--- config.mk ---
export PLATFORM = sky130hd
export DESIGN_NAME = fetch_sequencer_flat
export DESIGN_NICKNAME = d
export VERILOG_FILES = /design/src/rtl/fetch_sequencer_if.sv /design/src/rtl/fetch_sequencer.sv /design/src/flat_wrapper.sv
export SDC_FILE = /design/constraint.sdc
export NUM_CORES = 1
export LEC_CHECK = 0
export CORE_MARGIN = 2
export CORE_UTILIZATION = 40
export DETAILED_ROUTE_END_ITERATION = 10
export PLACE_DENSITY = 0.8
export REMOVE_ABC_BUFFERS = 1
export SYNTH_ARGS = -nofsm -noshare
export SYNTH_HDL_FRONTEND = slang
export SYNTH_SLANG_ARGS = --single-unit
--- constraint.sdc ---
create_clock -name c_clk -period 3.43 [get_ports c_clk]
set_input_delay 0.343 -clock c_clk [delete_from_list [all_inputs] [get_ports c_clk]]
set_output_delay 0.343 -clock c_clk [all_outputs]
set_load 0.005 [all_outputs]
--- src/rtl/fetch_sequencer_if.sv ---
// rtl/fetch_sequencer_if.sv - fetch sequencer request/response bundle
interface fetch_sequencer_if #(
  parameter int PC_WIDTH = 32
);
  logic                c_i_start;
  logic                c_i_halt;
  logic                c_i_stall;
  logic                c_i_exc_valid;
  logic                c_i_br_valid;
  logic [PC_WIDTH-1:0] c_i_br_target;
  logic                c_i_jmp_valid;
  logic [PC_WIDTH-1:0] c_i_jmp_target;
  logic                c_o_fetch_ce;
  logic                c_o_change_pc;
  logic [PC_WIDTH-1:0] c_o_pc;
  logic                c_o_flush;
  logic [2:0]          c_o_state;
  logic [15:0]         c_o_redirect_cnt;

  // master: hazard/branch side driving requests; slave: the sequencer
  modport master (
    output c_i_start, c_i_halt, c_i_stall, c_i_exc_valid,
           c_i_br_valid, c_i_br_target, c_i_jmp_valid, c_i_jmp_target,
    input  c_o_fetch_ce, c_o_change_pc, c_o_pc, c_o_flush, c_o_state, c_o_redirect_cnt
  );

  modport slave (
    input  c_i_start, c_i_halt, c_i_stall, c_i_exc_valid,
           c_i_br_valid, c_i_br_target, c_i_jmp_valid, c_i_jmp_target,
    output c_o_fetch_ce, c_o_change_pc, c_o_pc, c_o_flush, c_o_state, c_o_redirect_cnt
  );
endinterface

--- src/rtl/fetch_sequencer.sv ---
// rtl/fetch_sequencer.sv - fetch-stage redirect arbitration, stall hold and flush sequencing
module fetch_sequencer #(
  parameter int                  PC_WIDTH     = 32,
  parameter logic [PC_WIDTH-1:0] RESET_PC     = 32'h0000_0000,
  parameter logic [PC_WIDTH-1:0] EXC_VECTOR   = 32'h0000_0080,
  parameter int                  FLUSH_CYCLES = 2
) (
  input  logic          c_clk,
  input  logic          c_rst,
  fetch_sequencer_if.slave bus
);
  typedef enum logic [2:0] {
    ST_IDLE  = 3'd0,
    ST_RUN   = 3'd1,
    ST_STALL = 3'd2,
    ST_FLUSH = 3'd3,
    ST_HALT  = 3'd4
  } state_t;

  localparam logic [3:0] FLUSH_LOAD = 4'(FLUSH_CYCLES - 1);
  localparam logic [PC_WIDTH-1:0] ALIGN_MASK = ~PC_WIDTH'(3);

  state_t              state;
  logic                fetch_ce, change_pc, flush;
  logic [PC_WIDTH-1:0] pc;
  logic [15:0]         redirect_cnt;
  logic [3:0]          flush_cnt;
  logic                pend_valid, pend_is_br;
  logic [PC_WIDTH-1:0] pend_target;

  logic                cur_valid, cur_is_br;
  logic [PC_WIDTH-1:0] cur_target;
  logic                merged_valid, merged_is_br;
  logic [PC_WIDTH-1:0] merged_target;
  logic                go_halt, go_start, redir_fire;
  logic [PC_WIDTH-1:0] redir_pc;

  always_comb begin
    cur_valid  = bus.c_i_br_valid | bus.c_i_jmp_valid;
    cur_is_br  = bus.c_i_br_valid;
    cur_target = bus.c_i_br_valid ? bus.c_i_br_target : bus.c_i_jmp_target;

    // a jump may not displace a held branch; equal or higher priority overwrites
    if (cur_valid && (cur_is_br || !(pend_valid && pend_is_br))) begin
      merged_valid  = 1'b1;
      merged_is_br  = cur_is_br;
      merged_target = cur_target;
    end else begin
      merged_valid  = pend_valid;
      merged_is_br  = pend_is_br;
      merged_target = pend_target;
    end

    go_halt  = bus.c_i_halt && (state != ST_IDLE);
    go_start = ((state == ST_IDLE) || (state == ST_HALT)) && bus.c_i_start && !bus.c_i_halt;

    redir_fire = 1'b0;
    redir_pc   = cur_target;
    if ((state == ST_RUN) || (state == ST_FLUSH)) begin
      redir_fire = bus.c_i_exc_valid | cur_valid;
      redir_pc   = bus.c_i_exc_valid ? EXC_VECTOR : cur_target;
    end else if (state == ST_STALL) begin
      redir_fire = bus.c_i_exc_valid | (!bus.c_i_stall && merged_valid);
      redir_pc   = bus.c_i_exc_valid ? EXC_VECTOR : merged_target;
    end
  end

  always_ff @(posedge c_clk) begin
    if (c_rst) begin
      state        <= ST_IDLE;
      fetch_ce     <= 1'b0;
      change_pc    <= 1'b0;
      flush        <= 1'b0;
      pc           <= RESET_PC;
      redirect_cnt <= '0;
      flush_cnt    <= '0;
      pend_valid   <= 1'b0;
      pend_is_br   <= 1'b0;
      pend_target  <= '0;
    end else begin
      change_pc <= 1'b0;
      if (go_halt) begin
        state      <= ST_HALT;
        fetch_ce   <= 1'b0;
        flush      <= 1'b0;
        flush_cnt  <= '0;
        pend_valid <= 1'b0;
        pend_is_br <= 1'b0;
      end else if (go_start) begin
        state     <= ST_RUN;
        fetch_ce  <= 1'b1;
        change_pc <= 1'b1;
        flush     <= 1'b0;
        pc        <= RESET_PC & ALIGN_MASK;
      end else if (redir_fire) begin
        state      <= ST_FLUSH;
        fetch_ce   <= 1'b1;
        change_pc  <= 1'b1;
        flush      <= 1'b1;
        pc         <= redir_pc & ALIGN_MASK;
        flush_cnt  <= FLUSH_LOAD;
        pend_valid <= 1'b0;
        pend_is_br <= 1'b0;
        if (redirect_cnt != 16'hFFFF) redirect_cnt <= redirect_cnt + 16'd1;
      end else begin
        case (state)
          ST_RUN: begin
            if (bus.c_i_stall) begin
              state    <= ST_STALL;
              fetch_ce <= 1'b0;
            end
          end
          ST_FLUSH: begin
            // stall seen here is left for the first RUN cycle to act on
            if (flush_cnt != 4'd0) begin
              flush_cnt <= flush_cnt - 4'd1;
            end else begin
              flush <= 1'b0;
              state <= ST_RUN;
            end
          end
          ST_STALL: begin
            if (bus.c_i_stall) begin
              pend_valid  <= merged_valid;
              pend_is_br  <= merged_is_br;
              pend_target <= merged_target;
            end else begin
              state    <= ST_RUN;
              fetch_ce <= 1'b1;
            end
          end
          default: ;
        endcase
      end
    end
  end

  assign bus.c_o_state        = state;
  assign bus.c_o_fetch_ce     = fetch_ce;
  assign bus.c_o_change_pc    = change_pc;
  assign bus.c_o_flush        = flush;
  assign bus.c_o_pc           = pc;
  assign bus.c_o_redirect_cnt = redirect_cnt;
endmodule

--- src/flat_wrapper.sv ---
// flat-port wrapper written by rule: the top's interface ports become plain ports
module fetch_sequencer_flat 
#(
  parameter int                  PC_WIDTH     = 32,
  parameter logic [PC_WIDTH-1:0] RESET_PC     = 32'h0000_0000,
  parameter logic [PC_WIDTH-1:0] EXC_VECTOR   = 32'h0000_0080,
  parameter int                  FLUSH_CYCLES = 2
)
  (c_clk, c_rst, bus_c_i_start, bus_c_i_halt, bus_c_i_stall, bus_c_i_exc_valid, bus_c_i_br_valid, bus_c_i_br_target, bus_c_i_jmp_valid, bus_c_i_jmp_target, bus_c_o_fetch_ce, bus_c_o_change_pc, bus_c_o_pc, bus_c_o_flush, bus_c_o_state, bus_c_o_redirect_cnt);
  fetch_sequencer_if #(.PC_WIDTH(PC_WIDTH)) bus_i ();
  input  logic c_clk;
  input  logic c_rst;
  input wire logic [$bits(bus_i.c_i_start)-1:0] bus_c_i_start;
  input wire logic [$bits(bus_i.c_i_halt)-1:0] bus_c_i_halt;
  input wire logic [$bits(bus_i.c_i_stall)-1:0] bus_c_i_stall;
  input wire logic [$bits(bus_i.c_i_exc_valid)-1:0] bus_c_i_exc_valid;
  input wire logic [$bits(bus_i.c_i_br_valid)-1:0] bus_c_i_br_valid;
  input wire logic [$bits(bus_i.c_i_br_target)-1:0] bus_c_i_br_target;
  input wire logic [$bits(bus_i.c_i_jmp_valid)-1:0] bus_c_i_jmp_valid;
  input wire logic [$bits(bus_i.c_i_jmp_target)-1:0] bus_c_i_jmp_target;
  output wire logic [$bits(bus_i.c_o_fetch_ce)-1:0] bus_c_o_fetch_ce;
  output wire logic [$bits(bus_i.c_o_change_pc)-1:0] bus_c_o_change_pc;
  output wire logic [$bits(bus_i.c_o_pc)-1:0] bus_c_o_pc;
  output wire logic [$bits(bus_i.c_o_flush)-1:0] bus_c_o_flush;
  output wire logic [$bits(bus_i.c_o_state)-1:0] bus_c_o_state;
  output wire logic [$bits(bus_i.c_o_redirect_cnt)-1:0] bus_c_o_redirect_cnt;
  assign bus_i.c_i_start = bus_c_i_start;
  assign bus_i.c_i_halt = bus_c_i_halt;
  assign bus_i.c_i_stall = bus_c_i_stall;
  assign bus_i.c_i_exc_valid = bus_c_i_exc_valid;
  assign bus_i.c_i_br_valid = bus_c_i_br_valid;
  assign bus_i.c_i_br_target = bus_c_i_br_target;
  assign bus_i.c_i_jmp_valid = bus_c_i_jmp_valid;
  assign bus_i.c_i_jmp_target = bus_c_i_jmp_target;
  assign bus_c_o_fetch_ce = bus_i.c_o_fetch_ce;
  assign bus_c_o_change_pc = bus_i.c_o_change_pc;
  assign bus_c_o_pc = bus_i.c_o_pc;
  assign bus_c_o_flush = bus_i.c_o_flush;
  assign bus_c_o_state = bus_i.c_o_state;
  assign bus_c_o_redirect_cnt = bus_i.c_o_redirect_cnt;
  fetch_sequencer #(.PC_WIDTH(PC_WIDTH), .RESET_PC(RESET_PC), .EXC_VECTOR(EXC_VECTOR), .FLUSH_CYCLES(FLUSH_CYCLES)) u_core (.c_clk(c_clk), .c_rst(c_rst), .bus(bus_i));
endmodule
==> metrics.md, run 1 <==
| Metric | Value |
|---|---|
| Flop and latch count out of synthesis | `a little under 90` |
| Worst-Margin Slew | `around 0.75 ns` |
| Die area | `11800 um2` |
| Setup crit start | `bus_c_i_exc_valid` |
| Clock Tree Buf Depth | `2` |
| GR peak layer | `met2` |
| Crit-path max FO | `18` |
| Ant. Diodes | `0` |
| Routed len/inst | `15.4 um` |
| Commonest non-fill, non-tap cell in the layout | `clkdlybuf4s50_1` |
| Row cnt | `38` |
| Sink Count | `88` |
| Starting Density | `0.408` |
| Setup ws final | `0.897 ns` |
| Final min period | `2.53 ns` |
| Placed insts | `~710` |
| Hold Path Depth | `2` |
| Initial antenna violation count | `0` |
| CTS root buf | `clkbuf_8` |
| First-pass GRT wire length | `between 15000 and 20000 um` |
| DRC violations left | `0` |
| WS Path Type | `input pin to flip-flop` |
| Power Dens Cells | `561 nW/um2` |
| Post-detail-place hpwl | `approximately 7700 um` |
| Layout cell share with drive strength beyond 1 | `0.0730` |
| Synth area leader | `dfxtp_1` |
| Hold WC Path Type | `input pin to flip-flop` |
| Fin cells | `729` |
| CP arrival | `roughly 2.8 ns` |
| Hold path startpoint | `c_rst` |
| # Post-CTS Setup Buffers | `0` |
| Layout Utilization | `0.545` |
| Grt met2 use | `0.341` |
| CTS tree | `built` |
| Via count | `~4k` |
| CP Data Required Time | `3.71 ns` |
| Layout Nets | `660` |
| Routed Antenna Nets | `0` |
| Vias/cell | `5.59` |
| Final wirelength | `11300 um` |
| M1 GR Usage | `0.238` |
| Initial drt markers | `150` |
| Worst r2r src | `u_core.bus.c_o_state[1]$_SDFFE_PP0P_` |
| Max-cap violations | `0` |
| Status | `finished clean` |
| Grt total ovfl | `0` |
| Total power | `3290 uW` |
| Final clock skew | `0.0121 ns` |
| Synth cell types | `54` |
| Top-area cell type share of the netlist area | `0.402` |
| Syn Inst Count | `~480` |
| RSZ-0062 raised after global routing | `false` |
| Relative slew slack | `0.503` |
| Startpoint Class | `input pin` |
| Worst-Skew Late Latency | `0.36 ns` |
| Crit end category | `flip-flop` |
| Grt met3 use | `0.0454` |
| Fmax | `395 MHz` |
| Aggregate global-route resource usage | `0.197` |
| CTS Buf Count | `9` |
| Register area share after synthesis | `0.402` |
| Endpoints failing setup | `0` |
| Commonest non-fill, non-tap cells in the layout | `117 x clkdlybuf4s50_1, 88 x dfxtp_1, 59 x mux2i_1, 44 x nor2_1, 36 x inv_1` |
| Mean area per synthesized cell | `9.08 um2` |
| Pre-CTS setup slack | `0.515 ns` |
| Async set-reset flop share out of synthesis | `0` |
| Final period util | `0.739` |
| Fillers | `989` |
| Vias in the first global route | `4078` |
| Reg-to-Reg End | `u_core.bus.c_o_redirect_cnt[9]$_SDFFE_PP0P_` |
| Die height | `approximately 110 um` |
| Post-synth top flop | `dfxtp_1` |
| Post-CTS Resized | `0` |
| Post-Syn Area | `around 4400 um2` |
| IO buf count | `119` |
| Leak pwr | `0.00208 uW` |
| Reg clk slew, reported paths | `0.09 ns` |
| Die Width | `about 110 um` |
| Drt first pass iters | `5` |
| R2R depth | `5` |
| Sink of the worst hold path | `u_core.bus.c_o_redirect_cnt[3]$_SDFFE_PP0P_` |
| GP Congestion | `0.830` |
| H-tree Lvls | `3` |
| Number of synthesized flops with an enable pin | `0` |
| Fin. Hold Viols | `0` |
| CTS Hold Buffers Added | `0` |
| Synth warn | `0` |
| Final Max Tran Viols | `0` |
| Synth area leaders | `dfxtp_1 40%, mux2i_1 13%, a22o_1 6.0%` |
| Peak VDD IR | `about 0.27 mV` |
| Flop2flop setup slack | `between 0.9 and 1 ns` |
| Syn-to-layout area delta | `33.5%` |
| Core Region | `10700 um2` |
| Largest net degree at the start of global routing | `61` |
| IO Pins | `126` |
| Hold slack final | `approximately 0.42 ns` |
cell type report:
| class | count | area, um2 | area share |
|---|---|---|---|
| inverters | 36 | 135 | 0.0231 |
| clock buffers | 11 | 151 | 0.0259 |
| repair buffers | 128 | 1250 | 0.213 |
| flip-flops and latches | 88 | 1760 | 0.301 |
| multi-input cells | 322 | 2330 | 0.398 |
| clock inverters | 4 | 53.8 | 0.00919 |
| well taps | 140 | 175 | 0.0299 |
logic make-up (layout without fill, tap and decap cells):
kind of cell    count (synthesis)  in the layout  synth area share
buf+inv                        74            179            0.0745
fa+ha+maj                       3              3           0.00856
other cells                     1              2          0.000855
mux                            61             61             0.140
compound gates                140            140             0.235
xor+xnor                        5              5           0.00999
flops                          88             88             0.402
simple gates                  111            111             0.130
worst max-delay path by stage:
stage,end,slack (ns),cells after the start
floorplan,u_core.pend_target[10]$_SDFFE_PP0P_,-0.50,4
global placement,u_core.bus.c_o_redirect_cnt[9]$_SDFFE_PP0P_,0.64,6
detailed placement,u_core.bus.c_o_redirect_cnt[9]$_SDFFE_PP0P_,0.52,6
CTS,u_core.bus.c_o_redirect_cnt[9]$_SDFFE_PP0P_,0.91,6
global route,u_core.pend_target[6]$_SDFFE_PP0P_,0.74,6
finish,u_core.bus.c_o_redirect_cnt[9]$_SDFFE_PP0P_,0.90,6
worst max-delay path, stage by stage:
cell and delay (ns):
clkdlybuf4s50_1 0.73, nand2b_1 0.37, a32oi_4 0.25, a211o_4 0.41
or4_1 0.53, a21oi_1 0.18
cells in the mapped netlist, drive strengths merged (3+ instances only):
cell and n:
a211oi 33, a21oi 22, a22o 30, buf 21
clkbuf 17, dfxtp 88, ha 3, inv 36
mux2i 59, nand2 19, nand2b 3, nand3 7
nand4 4, nor2 45, nor2b 4, nor3 3
nor4 3, o21ai 9, o22ai 30, o31ai 6
or3 7, or4 6, xnor2 4
routing by layer:
metal,share of wire,up-vias
met2,0.49,160
met1,0.43,1935
met4,0.013,0
met5,0,-
li1,-,1965
met3,0.069,16
registers in the layout (all words and copies together) (netlist names):
| signal | cells |
|---|---|
| u_core.bus.c_o_flush | 1 |
| u_core.bus.c_o_fetch_ce | 1 |
| u_core.bus.c_o_redirect_cnt | 16 |
| u_core.bus.c_o_change_pc | 1 |
| u_core.flush_cnt | 4 |
| u_core.bus.c_o_pc | 30 |
| u_core.pend_target | 30 |
| u_core.bus.c_o_state | 3 |
| u_core.pend_is_br | 1 |
| u_core.pend_valid | 1 |
where the power goes:
group	internal [uW]	switching [uW]	total, uW
Combinational	611	614	1230
Sequential	1180	138	1320
Clock	374	370	744
Total	2160	1120	3290
per-stage QoR:
| step | TNS [ns] | cell area (um2) |
|---|---|---|
| global route | 0 | 5850 |
| floorplan | -15.32 | 4200 |
| detailed placement | 0 | 5650 |
| CTS | 0 | 5850 |
| global placement | 0 | 5650 |
| finish | 0 | 5850 |
No activity file was read; power rests on OpenSTA's default activity.
==> run 2, diff against run 1 <==
==> constraint.sdc (replaced) <==
create_clock -name c_clk -period 2.45 [get_ports c_clk]
set_input_delay 0.245 -clock c_clk [delete_from_list [all_inputs] [get_ports c_clk]]
set_output_delay 0.245 -clock c_clk [all_outputs]
set_load 0.005 [all_outputs]
==> metrics.md, run 2 (synthesized netlist as in run 1, its figures left out) <==
| Metric | Value |
|---|---|
| Sum of negative setup slack | `0 ns` |
| Final min period | `2.25 ns` |
| Finished Cell Area | `between 6000 and 7000 um2` |
| Relative slew slack | `0.609` |
| Reg-to-Reg End | `u_core.bus.c_o_pc[30]$_SDFFE_PP0P_` |
| Final period util | `0.920` |
| Post-detail-place hpwl | `between 8000 and 9000 um` |
| Fmax | `444 MHz` |
| Peak VDD IR | `0.390 mV` |
| Max-cap violations | `0` |
| Leak pwr | `0.00216 uW` |
| Die height | `around 110 um` |
| CTS tree | `built` |
| Final wirelength | `about 11000 um` |
| Aggregate global-route resource usage | `0.197` |
| Power Dens Cells | `800 nW/um2` |
| Worst-Margin Slew | `0.586 ns` |
| H-tree Lvls | `3` |
| DRC violations left | `0` |
| Layout Utilization | `0.560` |
| Layout cell share with drive strength beyond 1 | `0.0883` |
| Crit-path slowest cell | `or3b_1` |
| Layout Nets | `670` |
| Syn-to-layout area delta | `37.2%` |
| CP Data Required Time | `between 2 and 3 ns` |
| Area after DPL | `5790 um2` |
| Worst Setup EP | `u_core.bus.c_o_pc[30]$_SDFFE_PP0P_` |
| Fin. Hold Viols | `0` |
| Grt total ovfl | `0` |
| Row cnt | `38` |
| Startpoint Class | `flip-flop` |
| Crit-path max FO | `14` |
| Max incr delay on CP | `~0.52 ns` |
| Endpoints failing setup | `0` |
| RSZ-0062 raised after global routing | `false` |
| Worst-Skew Late Latency | `~0.35 ns` |
| Commonest non-fill, non-tap cells in the layout | `117 x clkdlybuf4s50_1, 88 x dfxtp_1, 59 x mux2i_1, 44 x nor2_1, 36 x inv_1` |
| Vias in the first global route | `4009` |
| Crit-path cells | `or3b_1, a211oi_4, buf_12, mux2i_1, o22ai_1, a22o_1` |
| Drt first pass iters | `4` |
| Core Region | `10700 um2` |
| Routed Antenna Nets | `0` |
| GP Congestion | `0.836` |
| Final clock skew | `0.00608 ns` |
| Die area | `between 10000 and 15000 um2` |
| CTS root buf | `clkbuf_8` |
| CTS Buf Count | `9` |
| CP arrival | `roughly 2.5 ns` |
| IO buf count | `119` |
| CTS Hold Buffers Added | `0` |
| Status | `finished clean` |
| Routed len/inst | `around 15 um` |
| Fillers | `970` |
| Die Width | `109 um` |
| Reg clk slew, reported paths | `0.08 ns` |
| Initial antenna violation count | `0` |
| Sink Count | `88` |
| Largest net degree at the start of global routing | `61` |
| Hold WC Path Type | `input pin to flip-flop` |
| Via count | `4058` |
| Vias/cell | `5.48` |
| Final Max Tran Viols | `0` |
| IO Pins | `126` |
| Clock Tree Buf Depth | `2` |
| Crit end category | `flip-flop` |
| R2R depth | `6` |
| # Post-CTS Setup Buffers | `0` |
| Starting Density | `0.408` |
| Initial drt markers | `151` |
| Post-CTS Resized | `0` |
| First-pass GRT wire length | `18700 um` |
| Flop2flop setup slack | `0.20 ns` |
| Setup crit start | `u_core.bus.c_o_state[2]$_SDFFE_PP0P_` |
| WS Path Type | `flip-flop to flip-flop` |
| Worst r2r src | `u_core.bus.c_o_state[2]$_SDFFE_PP0P_` |
| Commonest non-fill, non-tap cell in the layout | `clkdlybuf4s50_1` |
| Ant. Diodes | `0` |
## run 2: layout make-up
class                      instances  area, um2  share of cell area
clock inverter                     4       76.3              0.0127
timing repair buffer             138       1390               0.230
sequential                        88       1760               0.293
clock buffer                      12        155              0.0258
multi-input combinational        322       2330               0.387
tap                              140        175              0.0291
inverter                          36        135              0.0225
## run 2: worst min-delay path by stage
stage,startpoint,slack (ns),cells past startpoint,endpoint
detailed placement,u_core.bus.c_o_pc[17]$_SDFFE_PP0P_,0.47,1,u_core.bus.c_o_pc[17]$_SDFFE_PP0P_
finish,c_rst,0.38,2,u_core.bus.c_o_redirect_cnt[0]$_SDFFE_PP0P_
global placement,u_core.pend_valid$_SDFFE_PP0P_,0.45,2,u_core.pend_valid$_SDFFE_PP0P_
global route,c_rst,0.41,2,u_core.bus.c_o_redirect_cnt[12]$_SDFFE_PP0P_
floorplan,c_rst,0.31,1,u_core.bus.c_o_redirect_cnt[10]$_SDFFE_PP0P_
CTS,c_rst,0.36,2,u_core.bus.c_o_redirect_cnt[0]$_SDFFE_PP0P_
## run 2: worst max-delay path, delay by kind of cell, from the launching register on
family / cells / cell delay, ns
compound gates: 3 / 0.71
simple gates: 1 / 0.52
flops: 1 / 0.47
mux: 1 / 0.24
buf+inv: 1 / 0.21
## run 2: power by group
group          switching [uW]  internal, uW  total, uW
clock                     510           633       1140
combinational             891           951       1840
sequential                181          1650       1830
## run 2: per-stage QoR
| stage | total power (uW) | worst slack, ns | hold WS, ns | cells |
|---|---|---|---|---|
| 5_1_grt | 5100 | 0.0972 | 0.406 | 740 |
| 3_5_place_dp | 3700 | 0.0380 | 0.465 | 724 |
| 4_1_cts | 4850 | 0.220 | 0.365 | 740 |
| 2_1_floorplan | 2750 | -1.48 | 0.314 | 446 |
| 6_report | 4820 | 0.196 | 0.382 | 740 |
| 3_3_place_gp | 3650 | 0.0780 | 0.452 | 724 |
## run 2: per-layer routing
metal / vias up / track usage / routed length, um
met3: 17 / 0.0400 / 694
met5: - / 0 / 0
met4: 0 / 0.0714 / 170
li1: 1980 / - / -
met2: 128 / 0.335 / 5560
met1: 1933 / 0.248 / 4960
